## src/rtl/pc_next_unit.sv

```systemverilog
// Program-counter stage: WIDTH-bit PC register plus its dedicated next-PC adder.
// Each rising edge the PC takes the reset vector, holds (stall), loads a
// redirect target, or advances by INCREMENT. A registered flag reports whether
// the most recently loaded PC is not word aligned.
module pc_next_unit #(
    parameter int                 WIDTH        = 64,
    parameter logic [WIDTH-1:0]   RESET_VECTOR = WIDTH'(1'b0),
    parameter logic [WIDTH-1:0]   INCREMENT    = WIDTH'(3'd4)
) (
    input  logic              clk,
    input  logic              pc_reset,
    input  logic              stall,
    input  logic              redirect,
    input  logic [WIDTH-1:0]  redirect_target,
    output logic [WIDTH-1:0]  pc_out,
    output logic [WIDTH-1:0]  pc_plus_inc,
    output logic              misaligned
);

    // True when an address is not aligned to a 4-byte instruction boundary.
    function automatic logic addr_misaligned(input logic [WIDTH-1:0] addr);
        return (addr[1:0] != 2'b00);
    endfunction

    logic [WIDTH-1:0] pc_r;
    logic             misaligned_r;
    logic [WIDTH-1:0] pc_inc_s;
    logic [WIDTH-1:0] pc_next_s;
    logic             misaligned_next_s;

    // Next-PC adder; the carry out of the top bit is discarded so the PC wraps.
    always_comb begin
        pc_inc_s = pc_r + INCREMENT;
    end

    // Select the next PC below reset priority: stall holds, redirect loads the
    // target, otherwise advance. A redirect seen during a stall is dropped.
    always_comb begin
        pc_next_s         = pc_r;
        misaligned_next_s = misaligned_r;
        if (stall) begin
            pc_next_s         = pc_r;
            misaligned_next_s = misaligned_r;
        end else if (redirect) begin
            pc_next_s         = redirect_target;
            misaligned_next_s = addr_misaligned(redirect_target);
        end else begin
            pc_next_s         = pc_inc_s;
            misaligned_next_s = addr_misaligned(pc_inc_s);
        end
    end

    // PC and alignment-flag registers with synchronous reset to the reset vector.
    always_ff @(posedge clk) begin
        if (pc_reset) begin
            pc_r         <= RESET_VECTOR;
            misaligned_r <= 1'b0;
        end else begin
            pc_r         <= pc_next_s;
            misaligned_r <= misaligned_next_s;
        end
    end

    assign pc_out      = pc_r;
    assign pc_plus_inc = pc_inc_s;
    assign misaligned  = misaligned_r;

endmodule

```

## config.mk

```make
export PLATFORM = sky130hd
export DESIGN_NAME = pc_next_unit
export DESIGN_NICKNAME = d
export VERILOG_FILES = /design/src/rtl/pc_next_unit.sv
export SDC_FILE = /design/constraint.sdc
export NUM_CORES = 1
export LEC_CHECK = 0
export BUFFER_PORTS_ARGS = -buffer_cell sky130_fd_sc_hd__clkbuf_2
export CAP_MARGIN = 20
export CORE_MARGIN = 10
export CORE_UTILIZATION = 50
export CTS_CLUSTER_DIAMETER = 30
export DETAILED_ROUTE_END_ITERATION = 6
export GPL_ROUTABILITY_DRIVEN = 0
export PLACE_DENSITY = 0.79
export SYNTH_ARGS = -nofsm -noshare
export SYNTH_HDL_FRONTEND = slang
export SYNTH_SLANG_ARGS = --single-unit
```

## constraint.sdc

```tcl
create_clock -name clk -period 2.45 [get_ports clk]
set_input_delay 0.1225 -clock clk [delete_from_list [all_inputs] [get_ports clk]]
set_output_delay 0.1225 -clock clk [all_outputs]
set_load 0.02 [all_outputs]
```

==> results of run 1 <==
logic make-up (layout without fill, tap and decap cells):
logic type | after synthesis | after routing | synth area share [%]
AOI/OAI and AO/OA | 189 | 189 | 25.0
xor gates and xnor gates | 60 | 60 | 10.3
adders and majority gates | 1 | 1 | 0.245
buffers and inverters | 94 | 317 | 7.34
DFF | 65 | 65 | 25.5
muxes | 6 | 6 | 1.18
and+or+nand+nor | 303 | 304 | 30.4
Yosys cell counts (7+ instances only):
cell	count
nand2_1	93
dfxtp_1	65
nor2_1	64
clkbuf_1	54
a21oi_1	52
nand4_1	32
xnor2_1	31
nand3_1	30
xor2_1	29
o21ai_0	27
inv_1	18
nor3_1	16
a31oi_1	15
o211ai_1	15
a22oi_1	14
nor4_1	13
o31a_1	13
o32ai_1	12
or4_1	12
buf_2	10
buf_1	9
and3_1	7
area by class of cell:
cell class / instances / area (sq um)
clock buffers: 14 / 163
inverters: 18 / 67.6
multi-input cells: 560 / 3730
fillers: 729 / 2660
repair buffers: 285 / 1720
flip-flops and latches: 65 / 1360
well taps: 133 / 166
report_power, final:
part           total [mW]  internal, mW  switching, mW
logic               0.747         0.279          0.468
registers            1.23          1.12          0.112
clock network       0.850         0.414          0.435
total                2.83          1.81           1.02
layer usage:
layer	wire length, um	GRT usage [%]
met1	8420	34.2
met3	2900	6.38
met2	10700	44.5
met5	0	0
met4	1160	12.1
critical path: stages (launching register included):
cell	delay, ns
dfxtp_1	0.49
nand4_1	0.27
nor4_4	0.42
nand4_1	0.22
buf_4	0.21
xnor2_1	0.23
clkbuf_2	0.23
sequential cells by signal (all words and copies together) (netlist names):
name	flops
pc_out	64
misaligned	1
final timing paths:
path                  startpoint              end  slack (ns)  cells past startpoint
max reg2reg           pc_out[34]       pc_out[45]        0.11                      6
min reg2reg           pc_out[13]       pc_out[13]        0.50                      2
max                   pc_out[32]  pc_plus_inc[43]       -0.09                      6
min          redirect_target[40]       pc_out[40]        0.03                      3
layout by cell type (no fill, tap or decap), types with 7 or more instances in the layout:
master,count
a21oi_1,52
a22oi_1,14
a31oi_1,15
and3_1,7
buf_4,88
clkbuf_2,185
clkbuf_8,11
dfxtp_1,29
dfxtp_2,29
dfxtp_4,7
inv_1,18
nand2_1,92
nand3_1,23
nand4_1,32
nor2_1,54
nor3_1,12
nor4_4,10
o211ai_1,15
o21ai_0,27
o31a_1,13
o32ai_1,12
or4_1,12
xnor2_1,31
xor2_1,28
repair_timing:
item / CTS / global route
cloned: 0 / 2
setup buffers: 17 / 28
resized for setup: 32 / 84
setup endpoints to repair: 36 / 35
pin swaps: 12 / 20
hold buffers: 0 / 0
==> results.toml, run 1 <==
[synthesis]
synthTopCellsByArea = "dfxtp_1 26%, nand2_1 6.8%, xnor2_1 5.3%, a21oi_1 5.1%, xor2_1 5.0%"
ys_seq_area_share_pct = 25.5
syn_inst = 718
async_flop_share_pct = 0
yosys_most_used_dff = "dfxtp_1"
synth_warnings = 0
yosysTopAreaCell = "dfxtp_1"
ys_types = 57
syn_area_per_cell_sq_um = 7.10
synth-seq-cells = 65
synth_edf_count = 0
synth_top_area_share_pct = 25.5
syn_area_sq_mm = 0.00510
synth_fp_nets = 787

[clock_network]
numClockSinks = 65
cts_max_level = 3
cts_tree = "built"
cts-root-buf = "clkbuf_8"
clk_latency_ns = 0.35
clock_path_buffers = 2
clkTransAtPathRegs_ns = 0.07
numCtsBuffers = 9

[route]
avgRoutedWirePerCell_um = 21.5
first_pass_iters = 7
via_per_inst = 6.63
dr_total_vias = 7123
drc = 7
drt_iter0_drc = 1229
ant_nets = 0
routed_wirelength_mm = 23.2

[floorplan]
io_pins = 197
core_sq_mm = 0.00986
dieHeight_um = 121
row_count = 36
fp.dieW_um = 121
start_util_pct = 51.7
die_area_sq_mm = 0.0146

[global_route]
track_usage_pct = 27.5
grt_pass1_vias = 6493
grt_pass1_wl_mm = 33.8
antenna_found_initial = 0
grt_max_degree = 89
gr-total-overflow = 0

[cells_and_area]
drive_above_1_share_pct = 40.2
final_core_util_pct = 73.1
final_area_sq_mm = 0.00721
diodes = 0
nNetsFinal = 1008
final_cells = 1075
syn_to_final_growth_pct = 41.5

[sta]
fmax_mhz = 393
relSlewSlack_pct = 48.6
setup_violations = 7
hold_viol = 0
min_period_over_period_pct = 104
min_period_ns = 2.54
finalMaxSlewViolations = 0
rsz0062_at_grt = "yes"
worstMarginPinSlew_ns = 0.771
fin_skew_ns = 0.0123
fin_hold_ws_ns = 0.0293
finalSetupTns_ns = -0.281
setup_slack_ns = -0.0916

[power]
power.leakage_nw = 3.12
p_total_mw = 2.83
vdd_drop_max_uv = 278
p_per_area_mw_per_mm2 = 392

[placed_design]
place_ws_ns = -0.0226
placed_cells = 1014
io_buffers = 196
dpl.hpwl_mm = 15.2
post_dp_cell_area_sq_mm = 0.00630

[run_status]
status = "complete, but fails checks"
violations = "design-rule violations, negative setup slack"

[setup_path]
critPathRequiredTime_ns = 2.33
critical_path_class = "reg -> out"
endpoint_kind = "primary output"
critPathMaxFanout = 6
worst_ep_arrival_time_ns = 2.42
start_kind = "flip-flop"

[worst_hold_path]
hp-class = "in -> reg"

[run]
cap_viol_max_count = 0
Power figures use the tool's default switching activity.
==> run 2: changes to the inputs <==
- MAX_ROUTING_LAYER: not set -> met4
==> results.toml, run 2 (synthesis gave the netlist of run 1 again) <==
[sta]
rsz0062_at_grt = "yes"
relSlewSlack_pct = 48.2
setup_violations = 8
finalMaxSlewViolations = 0
worstMarginPinSlew_ns = 0.778
fin_skew_ns = 0.0151
setup_slack_ns = -0.137
fin_hold_ws_ns = 0.0306
min_period_ns = 2.59
fmax_mhz = 387
min_period_over_period_pct = 106
hold_viol = 0
finalSetupTns_ns = -0.483

[cells_and_area]
largest_reg_flops = 64
diodes = 0
final_core_util_pct = 72.3
final_common_cell = "clkbuf_2"
nNetsFinal = 1005
final_cell_mix = "185 x clkbuf_2, 92 x nand2_1, 86 x buf_4"
drive_above_1_share_pct = 39.5
final_cells = 1072
syn_to_final_growth_pct = 39.9

[run_status]
status = "complete, but fails checks"
violations = "negative setup slack"

[route]
drt_iter0_drc = 991
ant_nets = 0
routed_wirelength_mm = 23.0
dr_total_vias = 7091
avgRoutedWirePerCell_um = 21.4
via_per_inst = 6.61
drc = 0
first_pass_iters = 6

[floorplan]
core_sq_mm = 0.00986
io_pins = 197
fp.dieW_um = 121
die_area_sq_mm = 0.0146
dieHeight_um = 121
row_count = 36
start_util_pct = 51.7

[setup_path]
start_kind = "flip-flop"
endpoint_kind = "primary output"
critPathMaxFanout = 6
critPathRequiredTime_ns = 2.33
critical_path_class = "reg -> out"
worst_ep_arrival_time_ns = 2.46
cp-startpoint = "pc_out[32]"
rr_startpoint = "pc_out[41]"

[global_route]
antenna_found_initial = 0
grt_pass1_vias = 6496
grt_pass1_wl_mm = 33.7
grt_max_degree = 89
gr-total-overflow = 0
track_usage_pct = 28.3

[power]
sw_frac_of_total_pct = 35.7
net-switching-power_mw = 1.01
power.leakage_nw = 3.06
vdd_drop_max_uv = 282
p_int_mw = 1.82
seqPwrFrac_pct = 43.5
p_per_area_mw_per_mm2 = 396
p_comb_share_pct = 26.7
p_clk_share_pct = 29.8

[placed_design]
dpl.hpwl_mm = 15.2
io_buffers = 196
placed_cells = 1014

[clock_network]
clock_path_buffers = 2
clk_latency_ns = 0.35
clkTransAtPathRegs_ns = 0.08
numClockSinks = 65
numCtsBuffers = 9
cts_tree = "built"
cts-root-buf = "clkbuf_8"
cts_max_level = 3

[worst_hold_path]
hp-class = "in -> reg"
hold_start = "redirect_target[40]"

[run]
cap_viol_max_count = 0
## run 2: changes by cell type in the layout (fill, tap and decap cells not counted), moves of 2 or more
cell | before | now
buf_4 | 88 | 86
dfxtp_4 | 7 | 5
nor4_2 | 3 | 5
nor4_4 | 10 | 7
## run 2: path summary, 6_finish.rpt
check,endpoint,slack [ns],cells past startpoint
worst max-delay path,pc_plus_inc[51],-0.14,6
worst min-delay path,pc_out[40],0.03,3
worst max register to register,pc_out[49],0.11,7
worst min register to register,misaligned,0.50,2
## run 2: layout make-up
class,count,area [sq um]
Clock buffer,14,163
Fill cell,725,2740
Inverter,18,67.6
Multi-Input combinational cell,560,3690
Sequential cell,65,1360
Tap cell,133,166
Timing Repair Buffer,282,1690
## run 2: through the flow
stage	power, mW	setup slack, ns	instance area (sq um)
CTS	2.76	-0.00733	6730
finish	2.83	-0.137	7130
global route	2.91	-0.178	7130
global placement	1.93	0.0818	6300
floorplan	1.66	0.0162	5110
detailed placement	1.95	-0.0226	6300
## run 2: per-layer routing
layer	part of all wire (%)	global-route usage, %	vias to the layer above	wire length, um
met3	12	5.03	176	2780
met5	0	-	-	0
met1	37	35.0	3220	8510
met2	45	44.4	644	10300
met4	5.8	12.1	0	1340
li1	-	-	3051	-
## run 2: repair_timing
action                     4_1_cts  5_1_grt
gates resized for setup         32       75
hold buffers                     0        0
pin swaps                       12       17
setup endpoints to repair       36       35
buffers inserted                17       26
gates cloned                     0        1
## run 2: power groups by stage
stage          Sequential, mW  Combinational, mW  Clock (mW)
6_report                 1.23              0.755       0.842
5_1_grt                  1.24              0.806       0.872
4_1_cts                  1.22              0.725       0.818
3_5_place_dp             1.24              0.717           0
3_3_place_gp             1.23              0.704           0
2_1_floorplan            1.27              0.394           0
## run 2: critical path, cell delays in order (launching register included)
cell and delay, ns:
dfxtp_1 0.48, nand4_1 0.28, nor4_4 0.42, nand4_1 0.23
nor3_2 0.20, xor2_1 0.28, clkbuf_2 0.23
==> run 3: changes to the inputs <==
- SETUP_SLACK_MARGIN: not set -> 0.5
==> results.toml, run 3 <==
[floorplan]
io_pins = 197
dieHeight_um = 121
start_util_pct = 51.7
fp.dieW_um = 121
row_count = 36

[clock_network]
clock_path_buffers = 2
numClockSinks = 65
cts_max_level = 3
cts_hold_buffers = 0
numCtsBuffers = 9
cts-root-buf = "clkbuf_8"

[synthesis]
async_flop_share_pct = 0
syn_area_sq_mm = 0.00510
syn_inst = 718
synth_top_area_share_pct = 25.5
synth_commonest_cells = "93 x nand2_1, 65 x dfxtp_1, 64 x nor2_1, 54 x clkbuf_1, 52 x a21oi_1"
yosys_most_used_dff = "dfxtp_1"
synth_warnings = 0
ys_seq_area_share_pct = 25.5
synth_edf_count = 0
synthTopCellsByArea = "dfxtp_1 26%, nand2_1 6.8%, xnor2_1 5.3%, a21oi_1 5.1%, xor2_1 5.0%"
yosysTopAreaCell = "dfxtp_1"
synth_fp_nets = 787
ys_types = 57
syn_area_per_cell_sq_um = 7.10
synth-seq-cells = 65
yosysMostFrequentCell = "nand2_1"

[run_status]
lastStage = "global routing"
first-error = "[ERROR DPL-0038] Utilization greater than 100%, impossible to legalize"
status = "stopped before the end"

[sta]
worst-endpoint-pin-kind = "primary output"
crit_endpoint = "pc_plus_inc[44]"

[placed_design]
io_buffers = 196
dpl.hpwl_mm = 15.1

[global_route]
grt_max_degree = 87
-- run 3: cells by family after synthesis --
group,Yosys count,share of synthesized area (%)
AO/OA/AOI/OAI,189,25.0
XOR/XNOR,60,10.3
adder cells (fa/ha/maj),1,0.245
buffers and inverters,94,7.34
flip-flops,65,25.5
multiplexers,6,1.18
AND/OR/NAND/NOR,303,30.4
-- run 3: what timing repair did --
action / in CTS
buffers inserted: 138
endpoints found under the setup margin: 90
pin swaps: 88
resized for setup: 240
cloned: 1
-- run 3: per-stage QoR --
step | instances | setup slack, ns | utilization, % | hold slack (ns) | cell area, sq um
after global placement | 999 | 0.221 | 67.0 | 0.378 | 6610
after CTS | 1154 | 0.113 | 89.6 | 0.000557 | 8830
after floorplan | 718 | 0.265 | - | 0.270 | 5700
after detailed placement | 999 | 0.117 | 67.0 | 0.390 | 6610
==> run 4: changes to the inputs <==
- CORE_UTILIZATION: 50 -> 35
- CTS_CLUSTER_DIAMETER: 30 -> not set
- MAX_ROUTING_LAYER: met4 -> not set
- PLACE_DENSITY: 0.79 -> not set
- PLACE_DENSITY_LB_ADDON: not set -> 0.15
- SETUP_SLACK_MARGIN: 0.5 -> not set
==> results.toml, run 4 (synthesis gave the netlist of run 1 again) <==
[sta]
fmax_mhz = 423
min_period_ns = 2.37
setup_violations = 0
setup_slack_ns = 0.0842
min_period_over_period_pct = 96.6
worstMarginPinSlew_ns = 0.661
hold_viol = 0
finalMaxSlewViolations = 0
relSlewSlack_pct = 55.8
rsz0062_at_grt = "yes"
fin_skew_ns = 0.00925

[floorplan]
fp.dieW_um = 141
dieHeight_um = 141
io_pins = 197
core_sq_mm = 0.0144
row_count = 44
die_area_sq_mm = 0.0198
start_util_pct = 35.3

[clock_network]
cts-root-buf = "clkbuf_16"
clkTransAtPathRegs_ns = 0.06
cts_hold_buffers = 0
cts_max_level = 3
clk_latency_ns = 0.35
numCtsBuffers = 9
clock_path_buffers = 2
cts_tree = "built"
numClockSinks = 65

[power]
vdd_drop_max_uv = 365
net-switching-power_mw = 1.07
power.leakage_nw = 3.15
sw_frac_of_total_pct = 32.1
seqPwrFrac_pct = 36.2
p_comb_share_pct = 22.5
p_int_mw = 2.28
p_clk_share_pct = 41.3
p_per_area_mw_per_mm2 = 462
p_total_mw = 3.35

[route]
routed_wirelength_mm = 21.7
ant_nets = 0
drc = 0
drt_iter0_drc = 597
avgRoutedWirePerCell_um = 19.3
first_pass_iters = 5
dr_total_vias = 6347
via_per_inst = 5.63

[run]
cap_viol_max_count = 0

[setup_path]
critical_path_class = "reg -> out"
start_kind = "flip-flop"
critPathRequiredTime_ns = 2.33
critPathMaxFanout = 10
worst_ep_arrival_time_ns = 2.24
endpoint_kind = "primary output"

[cells_and_area]
drive_above_1_share_pct = 38.5
final_common_cell = "clkbuf_2"
n_fill_cell = 1474
largest_reg_flops = 64
nNetsFinal = 1007
final_cell_mix = "185 x clkbuf_2, 93 x buf_4, 92 x nand2_1"
final_cells = 1128
syn_to_final_growth_pct = 42.5

[global_route]
grt_pass1_wl_mm = 33.5
track_usage_pct = 20.6
antenna_found_initial = 0
grt_pass1_vias = 5991
grt_max_degree = 46
gr-total-overflow = 0

[worst_hold_path]
hp-class = "in -> reg"

[run_status]
status = "finished clean"

[placed_design]
dpl.hpwl_mm = 16.1
io_buffers = 196
place_ws_ns = 0.106
placed_cells = 1086
==> run 4: area by class of cell <==
cell class / instances / area, sq um / area share, %
Antenna cell: 1 / 2.50 / 0.0345
Clock buffer: 12 / 267 / 3.67
Clock inverter: 4 / 50.0 / 0.689
Inverter: 18 / 67.6 / 0.931
Timing Repair Buffer: 285 / 1690 / 23.3
Tap cell: 184 / 230 / 3.17
Multi-Input combinational cell: 559 / 3610 / 49.8
Sequential cell: 65 / 1340 / 18.4
==> run 4: routing by layer <==
layer	GRT usage, %	vias up	part of all wire, %
met1	27.2	3017	45
met4	5.05	0	1.4
li1	-	3059	-
met5	0	-	0
met3	5.84	23	7.8
met2	32.2	248	46
==> run 4: path summary, 6_finish.rpt <==
kind	startpoint	end	slack, ns	depth (start not counted)
setup / recovery	pc_out[3]	pc_plus_inc[46]	0.08	9
setup reg to reg	pc_out[3]	pc_out[60]	0.29	9
hold reg to reg	misaligned	misaligned	0.49	2
hold / removal	redirect_target[1]	pc_out[1]	0.03	3
==> run 4: timing repair <==
item / in CTS / in global routing
endpoints found under the setup margin: 34 / 35
setup buffers: 11 / 14
resized for setup: 24 / 55
pin swaps: 6 / 10
==> run 4: stage by stage <==
step | hold slack (ns) | TNS [ns] | utilization [%] | area, sq um
4_1_cts | 0.0238 | -0.0731 | 48.6 | 7020
2_1_floorplan | 0.270 | 0 | - | 5110
3_3_place_gp | 0.378 | 0 | 45.2 | 6520
6_report | 0.0346 | 0 | 50.3 | 7260
5_1_grt | 0.0691 | -0.267 | 50.3 | 7260
3_5_place_dp | 0.401 | 0 | 45.2 | 6520
==> run 4: critical path: stages, from the launching register on <==
cell,delay (ns)
dfxtp_4,0.37
ha_2,0.20
nand3_4,0.13
nor4_2,0.24
buf_4,0.18
nand3_1,0.10
buf_6,0.18
nor2_1,0.13
xor2_1,0.18
buf_4,0.17
==> run 4: power by group through the flow <==
stage	registers (mW)	clock network, mW	logic [mW]
after detailed placement	1.23	0	0.750
after floorplan	1.27	0	0.394
after global routing	1.22	1.45	0.816
after global placement	1.22	0	0.751
final	1.21	1.38	0.755
after CTS	1.21	1.41	0.755
